File: config.mk
export PLATFORM = sky130hd
export DESIGN_NAME = ped_request_ctrl
export DESIGN_NICKNAME = d
export VERILOG_FILES = /design/src/rtl/ped_request_ctrl.sv
export SDC_FILE = /design/constraint.sdc
export NUM_CORES = 1
export LEC_CHECK = 0
export BUFFER_PORTS_ARGS = -buffer_cell sky130_fd_sc_hd__buf_2
export CORE_MARGIN = 3
export CORE_UTILIZATION = 45
export DETAILED_ROUTE_END_ITERATION = 8
export PLACE_DENSITY = 0.66
export SLEW_MARGIN = 0
export SYNTH_ARGS = -nofsm -noshare
export SYNTH_HDL_FRONTEND = slang
export SYNTH_SLANG_ARGS = --single-unit
File: constraint.sdc
create_clock -name clk -period 1.6 [get_ports clk]
set_clock_uncertainty 0.2 [all_clocks]
set_input_delay 0.24 -clock clk [delete_from_list [all_inputs] [get_ports clk]]
set_output_delay 0.24 -clock clk [all_outputs]
set_load 0.01 [all_outputs]
File: src/rtl/ped_request_ctrl.sv
// ped_request_ctrl: pedestrian push-button request controller.
//
// Each of four raw buttons is synchronised (2 flops) and debounced. A debounced
// rising edge latches a pending request for that crossing. A two-state FSM offers
// one pending lane downstream at a time. It picks lanes round-robin and holds the
// offer until req_ack.
//
// Optional feature: define PED_WAIT_CNT_EN to add per-lane 8-bit saturating wait
// counters that drive wait_alarm. Without it, wait_alarm is tied to 0.
//
// Parameters:
//   DEBOUNCE_CYCLES  consecutive differing synchronised cycles to flip state (1..15)
//   MAX_WAIT         wait-cycle threshold for wait_alarm (1..255)
// Ports:
//   clk          clock, rising edge
//   reset        asynchronous active-low reset
//   btn[3:0]     raw asynchronous buttons, bit i = crossing P(i+1)
//   req_ack      downstream accepts the offered request
//   ped_pending  latched outstanding requests
//   req_valid    a request is offered downstream
//   req_lane     crossing index of the offered request
//   wait_alarm   lane request has waited >= MAX_WAIT cycles
module ped_request_ctrl #(
  parameter int unsigned DEBOUNCE_CYCLES = 4,
  parameter int unsigned MAX_WAIT        = 200
) (
  input  logic       clk,
  input  logic       reset,
  input  logic [3:0] btn,
  input  logic       req_ack,
  output logic [3:0] ped_pending,
  output logic       req_valid,
  output logic [1:0] req_lane,
  output logic [3:0] wait_alarm
);

  localparam logic [3:0] DebLimit = 4'(DEBOUNCE_CYCLES - 1);

  typedef enum logic {StIdle, StOffer} state_e;

  logic [3:0]      sync1_q, sync2_q;
  logic [3:0]      deb_q, deb_d, deb_prev_q;
  logic [3:0][3:0] cnt_q, cnt_d;
  logic [3:0]      press;
  logic [3:0]      pending_q, pending_d, clr;
  state_e          state_q, state_d;
  logic [1:0]      lane_q, lane_d;
  logic [1:0]      rr_q, rr_d;
  logic [1:0]      pick;
  logic            found;

  // Debounce: count cycles where the synchronised value disagrees with the
  // debounced state; flip on the DEBOUNCE_CYCLES-th one, clear on agreement.
  always_comb begin
    deb_d = deb_q;
    cnt_d = '0;
    for (int i = 0; i < 4; i++) begin
      if (sync2_q[i] != deb_q[i]) begin
        if (cnt_q[i] == DebLimit) begin
          deb_d[i] = ~deb_q[i];
        end else begin
          cnt_d[i] = cnt_q[i] + 4'd1;
        end
      end
    end
  end

  // One-cycle pulse in the cycle after the debounced state rises.
  assign press = deb_q & ~deb_prev_q;

  // Round-robin search upward from rr_q.
  always_comb begin
    pick  = rr_q;
    found = 1'b0;
    for (int off = 0; off < 4; off++) begin
      if (!found && pending_q[rr_q + 2'(off)]) begin
        pick  = rr_q + 2'(off);
        found = 1'b1;
      end
    end
  end

  always_comb begin
    state_d = state_q;
    lane_d  = lane_q;
    rr_d    = rr_q;
    clr     = '0;
    unique case (state_q)
      StIdle: begin
        if (found) begin
          lane_d  = pick;
          state_d = StOffer;
        end
      end
      StOffer: begin
        if (req_ack) begin
          clr[lane_q] = 1'b1;
          rr_d        = lane_q + 2'd1;
          state_d     = StIdle;
        end
      end
      default: state_d = StIdle;
    endcase
  end

  // A press landing in the ack cycle re-sets the bit after the clear.
  assign pending_d = (pending_q & ~clr) | press;

  always_ff @(posedge clk or negedge reset) begin
    if (!reset) begin
      sync1_q    <= '0;
      sync2_q    <= '0;
      deb_q      <= '0;
      deb_prev_q <= '0;
      cnt_q      <= '0;
      pending_q  <= '0;
      state_q    <= StIdle;
      lane_q     <= '0;
      rr_q       <= '0;
    end else begin
      sync1_q    <= btn;
      sync2_q    <= sync1_q;
      deb_q      <= deb_d;
      deb_prev_q <= deb_q;
      cnt_q      <= cnt_d;
      pending_q  <= pending_d;
      state_q    <= state_d;
      lane_q     <= lane_d;
      rr_q       <= rr_d;
    end
  end

  assign ped_pending = pending_q;
  assign req_valid   = (state_q == StOffer);
  assign req_lane    = lane_q;

`ifdef PED_WAIT_CNT_EN
  logic [3:0][7:0] wait_q, wait_d;

  always_comb begin
    wait_d     = '0;
    wait_alarm = '0;
    for (int i = 0; i < 4; i++) begin
      if (pending_q[i]) begin
        wait_d[i] = (wait_q[i] == 8'hff) ? 8'hff : wait_q[i] + 8'd1;
      end
      wait_alarm[i] = (wait_q[i] >= 8'(MAX_WAIT));
    end
  end

  always_ff @(posedge clk or negedge reset) begin
    if (!reset) begin
      wait_q <= '0;
    end else begin
      wait_q <= wait_d;
    end
  end
`else
  assign wait_alarm = '0;
`endif

endmodule
==> results.json, run 1 <==
{
  "fin_crit_ps": 1581,
  "power_density_mw_per_mm2": 1592,
  "cts-root-buf": "clkbuf_8",
  "slowest_stage": "or4_4",
  "totalWireLength_um": 2826,
  "r2r_end": "req_lane[1]$_DFFE_PN0P_",
  "die_area_mm2": 0.004506,
  "finalPower_w": 0.003215,
  "start_util_pct": 48.48,
  "crit_buf_inv": 0,
  "drt-wirelength-per-cell_um": 12.62,
  "fmax_mhz": 632.5,
  "dp_hpwl_um": 1970,
  "dieHeight_um": 67.13,
  "cts_sinks": 41,
  "clkPwrFrac_pct": 22.8,
  "finalHoldViolCount": 0,
  "synth_edf_count": 0,
  "n_antenna_cell": 0,
  "worst_ep_required_time_ps": 1560,
  "grt_util_met1_pct": 17.85,
  "switching_share_pct": 32.17,
  "final.period_utilization_pct": 98.81,
  "p_seq_share_pct": 47.3,
  "met3_usage_pct": 4.992,
  "drcViolationCount": 0,
  "clk_pin_slew_ps": 70,
  "syn_avg_cell_area_um2": 11.68,
  "irDropWorstVdd_v": 0.0007462,
  "worstPathCellList": "or4_4, a21oi_1, a41oi_2",
  "drt_iter0_drc": 73,
  "num_rows": 21,
  "syn_to_final_growth_pct": 20.09,
  "cts_tree": "built",
  "slowest_delay_ps": 560,
  "synth_seq_cells": 41,
  "grt_pass1_vias": 1126,
  "htree_levels": 2,
  "setup_tns_ps": 0,
  "r2r-start": "ped_pending[1]$_DFF_PN0_",
  "p_leak_nw": 0.9433,
  "gr-total-overflow": 0,
  "async_flop_share_pct": 100.0,
  "synthTopCellsByArea": "dfrtp_1, ha_1, o21ai_0",
  "setup_viol": 0,
  "grt_antenna_before_repair": 0,
  "arrival_ps": 1540,
  "grt_pass1_wl_um": 4871,
  "yosysSeqAreaShare_pct": 61.01,
  "hold_class": "in2reg",
  "syn_area_mm2": 0.001682,
  "end_kind": "register",
  "path_class": "reg2reg",
  "core-area_mm2": 0.003468,
  "cp-start-kind": "register",
  "io_buffers": 13,
  "drv_slew": 0,
  "fillers": 297,
  "worst-r2r-cell-count": 3,
  "place_congestion": 0.8611,
  "ys_warn_count": 0,
  "die_w_um": 67.13,
  "critPathTopFamily": "simple AND/OR/NAND/NOR gates",
  "io_pins": 18,
  "synth_top_cell_by_area": "dfrtp_1",
  "ff2ff_setup_slack_ps": 20,
  "clockBufferDepth": 2,
  "numCtsBuffers": 5,
  "p_int_w": 0.002181,
  "viasPerCell": 5.067,
  "cap_violations": 0,
  "postRouteAntennaNets": 0,
  "grt_max_degree": 42,
  "grt_use_total_pct": 14.77,
  "synth_most_common_cell": "dfrtp_1",
  "worstHoldEndpoint": "ped_pending[0]$_DFF_PN0_",
  "synth_common_cells": "dfrtp_1, nand2_1, o21ai_0, ha_1, nand3_1",
  "grt_busiest_layer": "met2",
  "insertion_delay_ps": 290,
  "combPwrFrac_pct": 29.9,
  "synth_cell_types": 26,
  "min-delay-start": "req_ack",
  "rsz0062_at_grt": "true",
  "netlist_instances": 144,
  "layout-drive-gt1-share_pct": 19.66,
  "synthFlopType": "dfrtp_1",
  "synth_top_area_share_pct": 61.01,
  "drtPass1Iterations": 4,
  "switchingPower_w": 0.001034,
  "holdPathStages": 4,
  "status": "finished, final reports clean",
  "route.vias.total": 1135,
  "fin_nets": 192,
  "critical_path.max_fanout": 6,
  "final_util_pct": 58.23,
  "use_met2_pct": 22.09
}
## power groups by stage
stage          sequential (W)  clock (W)  combinational (W)
2_1_floorplan         0.00156          0           0.000486
3_3_place_gp          0.00151          0           0.000882
3_5_place_dp          0.00154          0           0.000904
4_1_cts               0.00151   0.000759           0.000952
5_1_grt               0.00156   0.000802            0.00108
6_report              0.00152   0.000732           0.000961
## worst max path at each step
stage                     slack [ps]  cells past startpoint                      end                      from
final                             20                      3  req_lane[1]$_DFFE_PN0P_  ped_pending[1]$_DFF_PN0_
after global routing             -20                      3  req_lane[1]$_DFFE_PN0P_  ped_pending[2]$_DFF_PN0_
after CTS                         30                      3  req_lane[1]$_DFFE_PN0P_  ped_pending[0]$_DFF_PN0_
after detailed placement          10                      3  req_lane[1]$_DFFE_PN0P_  ped_pending[0]$_DFF_PN0_
after global placement            50                      3  req_lane[1]$_DFFE_PN0P_  ped_pending[0]$_DFF_PN0_
after floorplan                    8                      3  req_lane[1]$_DFFE_PN0P_  ped_pending[3]$_DFF_PN0_
## flip-flops by register name, summed over array words and instances, names as in the netlist
register,count
deb_q,4
cnt_q,16
sync2_q,4
req_valid,1
rr_q,2
ped_pending,4
req_lane,2
sync1_q,4
deb_prev_q,4
## through the flow
step / cells / setup WS, ps / instance area, um^2 / hold slack (ps)
CTS: 224 / 26.81 / 2004 / 64.67
detailed placement: 209 / 11.68 / 1838 / 128.3
floorplan: 147 / 8.333 / 1693 / -255.6
global placement: 209 / 49.17 / 1838 / 122.0
finish: 224 / 18.97 / 2019 / 76.31
global route: 224 / -23.60 / 2019 / 97.56
## worst min-delay path, stage by stage
cell and delay, ps:
buf_2 120, nand3_1 60, nand2_1 50, o21ai_0 60
## layout make-up
class / count / area [um^2] / area share, %
Timing Repair Buffer: 27 / 182.7 / 9.046
Tap cell: 46 / 57.56 / 2.850
Sequential cell: 41 / 1026 / 50.81
Clock buffer: 7 / 96.34 / 4.771
Clock inverter: 1 / 5.005 / 0.2478
Multi-Input combinational cell: 95 / 625.6 / 30.98
Inverter: 7 / 26.28 / 1.301
## cells in the final DEF, fill, tap and decap left out, types with 6 or more instances in the layout
cell      Yosys  routed
a21oi_1       6       6
buf_2         0      13
buf_4         4       9
clkbuf_8      0       7
dfrtp_1      41      41
ha_1          8       8
inv_1         7       7
nand2_1      11      11
nand3_1       8       8
nor2b_1       6       6
o21ai_0      11      11
## kinds of logic (layout without fill, tap and decap cells)
logic type	count (synthesis)	count (layout)	share of synthesized area, %
AND/OR/NAND/NOR	52	52	16.89
AO/OA/AOI/OAI	21	21	7.143
other	1	4	0.2230
adder cells (fa/ha/maj)	8	8	5.953
multiplexers	2	2	1.265
XOR/XNOR	8	8	4.166
buffers and inverters	11	42	3.349
flip-flops	41	41	61.01
## layer usage
layer	vias up	share of wire, %	routed length, um
li1	544	-	-
met1	546	45	1263
met2	33	46	1293
met3	12	6.4	180
met4	0	3.1	89
met5	-	0	0
## repair_timing
action	4_1_cts	5_1_grt
setup endpoints to repair	1	2
hold buffers	5	0
setup buffers	2	0
resized for setup	0	3
hold endpoints to repair	45	0
Note: power is estimated with default switching activity, not from simulation.
==> run 2, diff against run 1 <==
--- a/config.mk
+++ b/config.mk
@@ -5,11 +5,13 @@
 export SDC_FILE = /design/constraint.sdc
 export NUM_CORES = 1
 export LEC_CHECK = 0
+export ABC_AREA = 1
+export ABC_CLOCK_PERIOD_IN_PS = 1600
 export BUFFER_PORTS_ARGS = -buffer_cell sky130_fd_sc_hd__buf_2
 export CORE_MARGIN = 3
-export CORE_UTILIZATION = 45
+export CORE_UTILIZATION = 50
 export DETAILED_ROUTE_END_ITERATION = 8
-export PLACE_DENSITY = 0.66
+export PLACE_DENSITY = 0.72
 export SLEW_MARGIN = 0
 export SYNTH_ARGS = -nofsm -noshare
 export SYNTH_HDL_FRONTEND = slang
==> run 2 against run 1 <==
Compared with the run above: the flow now finishes with violations (setup timing); clock-buffer cell count is 2 lower; largest power group is now combinational cells; combinational power is 120% higher; sequential cell count stayed put; maximum frequency is 8.4% lower; hold slack better by 71 ps; critical endpoint unchanged; routed wire length is 21% higher.
==> results.json, run 2 <==
{
  "status": "complete, but fails checks",
  "violations": "setup timing",
  "finalHoldViolCount": 0,
  "power_density_mw_per_mm2": 1928,
  "met3_usage_pct": 5.491,
  "grt_pass1_wl_um": 5664,
  "num_rows": 21,
  "drt-wirelength-per-cell_um": 11.57,
  "worst-r2r-cell-count": 11,
  "netlist_instances": 213,
  "htree_levels": 2,
  "yosysSeqAreaShare_pct": 54.38,
  "die_w_um": 67.43,
  "cts_sinks": 41,
  "clockBufferDepth": 2,
  "r2r_end": "req_lane[1]$_DFFE_PN0P_",
  "arrival_ps": 1700,
  "grt_use_total_pct": 16.80,
  "ys_warn_count": 0,
  "cap_violations": 0,
  "route.vias.total": 1433,
  "n_antenna_cell": 0,
  "setup_viol": 3,
  "grt_pass1_vias": 1364,
  "hold_class": "reg2reg",
  "end_kind": "register",
  "synthFlopType": "dfrtp_1",
  "largest_reg_flops": 16,
  "syn_area_mm2": 0.001887,
  "whs_ps": 147.2,
  "worst_slack_ps": -126.9,
  "synth_seq_cells": 41,
  "start_util_pct": 53.99,
  "syn_avg_cell_area_um2": 8.858,
  "cts-root-buf": "clkbuf_8",
  "grt_util_met1_pct": 20.89,
  "clk_pin_slew_ps": 70,
  "grt_antenna_before_repair": 0,
  "synthTopCellsByArea": "dfrtp_1, nand2_1, nor2_1",
  "drtPass1Iterations": 4,
  "synth_top_area_share_pct": 54.38,
  "insertion_delay_ps": 280,
  "gr-total-overflow": 0,
  "drt_iter0_drc": 146,
  "synth_edf_count": 0,
  "place_inst": 278,
  "rsz0062_at_grt": "true",
  "synth_most_common_cell": "nand2_1",
  "core-area_mm2": 0.003495,
  "final_util_pct": 65.70,
  "use_met2_pct": 26.87,
  "fin_nets": 265,
  "worstSetupEndpoint": "req_lane[1]$_DFFE_PN0P_",
  "totalWireLength_um": 3412,
  "final_cell_mix": "nand2_1, dfrtp_1, nor2_1",
  "io_pins": 18,
  "irDropWorstVdd_v": 0.0009426,
  "cts_tree": "built",
  "critical_path.max_fanout": 5,
  "crit_path_start": "rr_q[0]$_DFFE_PN0P_",
  "p_leak_nw": 1.204,
  "regMostFlops": "cnt_q",
  "grt_busiest_layer": "met2",
  "place_congestion": 0.7831,
  "fin_area_mm2": 0.002296,
  "postRouteAntennaNets": 0,
  "die_area_mm2": 0.004547,
  "async_flop_share_pct": 100.0,
  "postPlaceCellArea_mm2": 0.002052,
  "syn_to_final_growth_pct": 21.68,
  "final_common_cell": "nand2_1",
  "final.period_utilization_pct": 107.9,
  "worst_ep_required_time_ps": 1570,
  "cp-start-kind": "register",
  "viasPerCell": 4.858,
  "layout-drive-gt1-share_pct": 23.29,
  "path_class": "reg2reg",
  "grt_max_degree": 42,
  "ff2ff_setup_slack_ps": -130,
  "dieHeight_um": 67.43,
  "drv_slew": 0,
  "fillers": 285,
  "r2r-start": "rr_q[0]$_DFFE_PN0P_",
  "synth_common_cells": "nand2_1, dfrtp_1, nor2_1, inv_1, nand3_1",
  "synth_cell_types": 18,
  "numCtsBuffers": 5,
  "drcViolationCount": 0,
  "fin_crit_ps": 1727,
  "fin_cells": 295,
  "fmax_mhz": 579.1,
  "synth_top_cell_by_area": "dfrtp_1",
  "dp_hpwl_um": 2169,
  "io_buffers": 13
}
## run 2: per-stage QoR
step	setup TNS [ps]	power (W)	worst slack, ps
CTS	-110.3	0.004140	-42.91
floorplan	-29.62	0.002925	-15.36
global route	-641.5	0.004849	-223.7
detailed placement	-284.0	0.003440	-121.1
finish	-301.9	0.004426	-126.9
global placement	-149.9	0.003387	-59.67
## run 2: cells by family after synthesis
group           synth area share, %
flops                         54.38
buf+inv                       7.361
fa+ha+maj                     5.305
xor+xnor                      5.570
simple gates                  23.74
other cells                  0.1987
compound gates                3.448
## run 2: critical path, cell delays in order (launching register included)
cell     delay [ps]
dfrtp_2         480
buf_6           160
nand2_2          60
nand2_2          70
nand2_2          90
nand2_4          70
nor2_4          110
nand4_1         140
nand2_1          90
nand2_1          50
nand3_1          60
nand2_1          50
## run 2: layout make-up
type	count	area (um^2)	share of cell area, %
sequential	41	1027	44.74
multi-input combinational	145	788.3	34.33
timing repair buffer	33	254.0	11.06
inverter	24	95.09	4.142
clock buffer	5	68.82	2.997
tap	46	57.56	2.507
clock inverter	1	5.005	0.2180
## run 2: repair_timing
item                       in CTS  in global routing
gates resized for setup         9                 17
pin swaps                       0                  1
hold buffers                    6                  0
gates cloned                    0                  1
buffers inserted                0                  4
hold endpoints to repair       46                  0
setup endpoints to repair       3                  3
## run 2: routing by layer
| layer | vias to the layer above | share of wire (%) |
|---|---|---|
| met4 | 0 | 2.2 |
| li1 | 720 | - |
| met5 | - | 0 |
| met3 | 10 | 3.4 |
| met1 | 675 | 44 |
| met2 | 28 | 51 |
## run 2: how the worst min path moves through the flow
stage	start	depth (start not counted)	endpoint
final	sync1_q[3]$_DFF_PN0_	0	sync2_q[3]$_DFF_PN0_
after floorplan	reset	0	cnt_q[0]$_DFF_PN0_
after detailed placement	reset	2	sync1_q[1]$_DFF_PN0_
after global placement	reset	2	cnt_q[4]$_DFF_PN0_
after global routing	sync1_q[3]$_DFF_PN0_	0	sync2_q[3]$_DFF_PN0_
after CTS	sync1_q[3]$_DFF_PN0_	0	sync2_q[3]$_DFF_PN0_
## run 2: power by group
group | internal (W) | total [W] | switching [W]
clock | 0.000286 | 0.000590 | 0.000303
combinational | 0.000899 | 0.00212 | 0.00122
sequential | 0.00138 | 0.00171 | 0.000334
total | 0.00256 | 0.00443 | 0.00186
==> run 3, diff against run 2 <==
--- a/config.mk
+++ b/config.mk
@@ -6,12 +6,13 @@
 export NUM_CORES = 1
 export LEC_CHECK = 0
 export ABC_AREA = 1
-export ABC_CLOCK_PERIOD_IN_PS = 1600
+export ABC_CLOCK_PERIOD_IN_PS = 1500
 export BUFFER_PORTS_ARGS = -buffer_cell sky130_fd_sc_hd__buf_2
-export CORE_MARGIN = 3
+export CORE_MARGIN = 1
 export CORE_UTILIZATION = 50
 export DETAILED_ROUTE_END_ITERATION = 8
 export PLACE_DENSITY = 0.72
+export SKIP_CTS_REPAIR_TIMING = 1
 export SLEW_MARGIN = 0
 export SYNTH_ARGS = -nofsm -noshare
 export SYNTH_HDL_FRONTEND = slang
==> constraint.sdc (replaced) <==
create_clock -name clk -period 1.5 [get_ports clk]
set_clock_uncertainty 0.2 [all_clocks]
set_input_delay 0.225 -clock clk [delete_from_list [all_inputs] [get_ports clk]]
set_output_delay 0.225 -clock clk [all_outputs]
set_load 0.01 [all_outputs]
==> run 3 against run 2 <==
Compared with the run above: the flow still finishes with violations (setup timing); setup slack got worse by 150 ps; global-route usage rose by 1.3 points; hold slack improved by 2.5 ps; maximum frequency fell by 2.8%; utilization rose by 3.2 points; clock-buffer cell count rose by 2; first-iteration DRC count fell by 36%; sequential share of layout area fell by 1.7 points; sequential power rose by 8%; cell count rose by 1.7%; critical path depth rose by 1; non-clock buffer count rose by 2; largest cell class unchanged.
==> results.json, run 3 (synthesis results as in run 2) <==
{
  "status": "complete, but fails checks",
  "violations": "setup timing",
  "die_area_mm2": 0.004023,
  "largest_reg_flops": 16,
  "postPlaceCellArea_mm2": 0.002074,
  "worst_slack_ps": -276.7,
  "postRouteAntennaNets": 0,
  "fin_nets": 268,
  "drcViolationCount": 0,
  "cts-root-buf": "clkbuf_8",
  "die_w_um": 63.43,
  "num_rows": 21,
  "fillers": 276,
  "critPathTopFamily": "simple AND/OR/NAND/NOR gates",
  "dieHeight_um": 63.43,
  "fin_area_mm2": 0.002391,
  "irDropWorstVdd_v": 0.0008710,
  "dp_slack_ps": -259.3,
  "final_cell_mix": "nand2_1, dfrtp_1, nor2_1",
  "regMostFlops": "cnt_q",
  "cp-start-kind": "register",
  "grt_pass1_wl_um": 5444,
  "viasPerCell": 4.803,
  "numCtsBuffers": 5,
  "totalWireLength_um": 3692,
  "grt_antenna_before_repair": 0,
  "gr-total-overflow": 0,
  "worstPathCellList": "clkinv_4, nand2_1, nand2_2, nand2_4, nand2_4, nor2_4, nand2_2, nor2_4, nor2_4, inv_2, nand2_1, nand2_1",
  "p_leak_nw": 1.250,
  "slowest_stage": "dfrtp_2",
  "crit_buf_inv": 2,
  "power_density_mw_per_mm2": 2135,
  "end_kind": "register",
  "dp_hpwl_um": 2327,
  "clockBufferDepth": 2,
  "path_class": "reg2reg",
  "setup_viol": 3,
  "htree_levels": 2,
  "worst_ep_required_time_ps": 1540,
  "io_pins": 18,
  "ff_latch_area_mm2": 0.001028,
  "grt_pass1_vias": 1305,
  "arrival_ps": 1810,
  "drv_slew": 0,
  "insertion_delay_ps": 290,
  "final.period_utilization_pct": 118.4,
  "multi_input_area_um2": 840.8,
  "cts_tree": "built",
  "syn_to_final_growth_pct": 26.72,
  "drtPass1Iterations": 4,
  "place_congestion": 0.8450,
  "slowest_delay_ps": 470,
  "route.vias.total": 1441,
  "fin_crit_ps": 1777,
  "drt-wirelength-per-cell_um": 12.31,
  "ff2ff_setup_slack_ps": -280,
  "grt_use_total_pct": 18.05,
  "start_util_pct": 54.40,
  "io_buffers": 13,
  "fmax_mhz": 562.8,
  "n_antenna_cell": 0,
  "cts_sinks": 41,
  "final_common_cell": "nand2_1",
  "hold_class": "in2async",
  "critical_path.max_fanout": 7,
  "rsz0062_at_grt": "true",
  "layout-drive-gt1-share_pct": 26.77,
  "core-area_mm2": 0.003468,
  "finalHoldViolCount": 0,
  "clk_pin_slew_ps": 70,
  "grt_max_degree": 29,
  "cap_violations": 0,
  "drt_iter0_drc": 93
}
## run 3: area by class of cell
cell class,count,share of cell area [%]
timing repair buffer,35,10.99
timing repair inverter,1,0.2093
inverter,24,3.977
sequential,41,43.01
clock buffer,7,4.029
multi-input combinational,145,35.16
tap,46,2.407
clock inverter,1,0.2093
## run 3: worst register-to-register path, stage by stage, from the launching register on
cell	delay (ps)
dfrtp_2	470
clkinv_4	120
nand2_1	120
nand2_2	90
nand2_4	70
nand2_4	60
nor2_4	130
nand2_2	90
nor2_4	130
nor2_4	60
inv_2	80
nand2_1	50
nand2_1	50
## run 3: path summary, 6_finish.rpt
check                                     startpoint                      end  cells after the start
worst min register to register  sync1_q[1]$_DFF_PN0_     sync2_q[1]$_DFF_PN0_                      0
worst max register to register   rr_q[0]$_DFFE_PN0P_  req_lane[0]$_DFFE_PN0P_                     12
worst max-delay path             rr_q[0]$_DFFE_PN0P_  req_lane[0]$_DFFE_PN0P_                     12
min in group clk                sync1_q[1]$_DFF_PN0_     sync2_q[1]$_DFF_PN0_                      0
max in group asynchronous                      reset      rr_q[0]$_DFFE_PN0P_                      3
worst min-delay path                           reset     sync1_q[1]$_DFF_PN0_                      2
## run 3: report_power, final
| part | total [W] | switching, W | internal (W) |
|---|---|---|---|
| registers | 0.00184 | 0.000372 | 0.00147 |
| clock network | 0.000776 | 0.000361 | 0.000415 |
| logic | 0.00249 | 0.00144 | 0.00104 |
| total | 0.00510 | 0.00218 | 0.00293 |
## run 3: stage by stage
step,setup TNS (ps),util (%),hold WS [ps],power (W),cells
floorplan,-297.7,-,-270.6,0.003120,216
global placement,-496.1,59.81,-60.08,0.003669,281
detailed placement,-706.5,59.81,-60.44,0.003731,281
CTS,-764.0,62.73,-378.6,0.004516,289
global route,-1149,68.94,153.9,0.005533,300
finish,-818.6,68.94,149.7,0.005105,300
## run 3: routing by layer
metal | vias up | part of all wire (%) | routed length, um | GRT usage (%)
li1 | 730 | - | - | -
met1 | 676 | 42 | 1562 | 20.90
met2 | 26 | 52 | 1905 | 30.19
met3 | 9 | 3.1 | 113 | 5.616
met4 | 0 | 3.0 | 111 | 8.523
met5 | - | 0 | 0 | 0
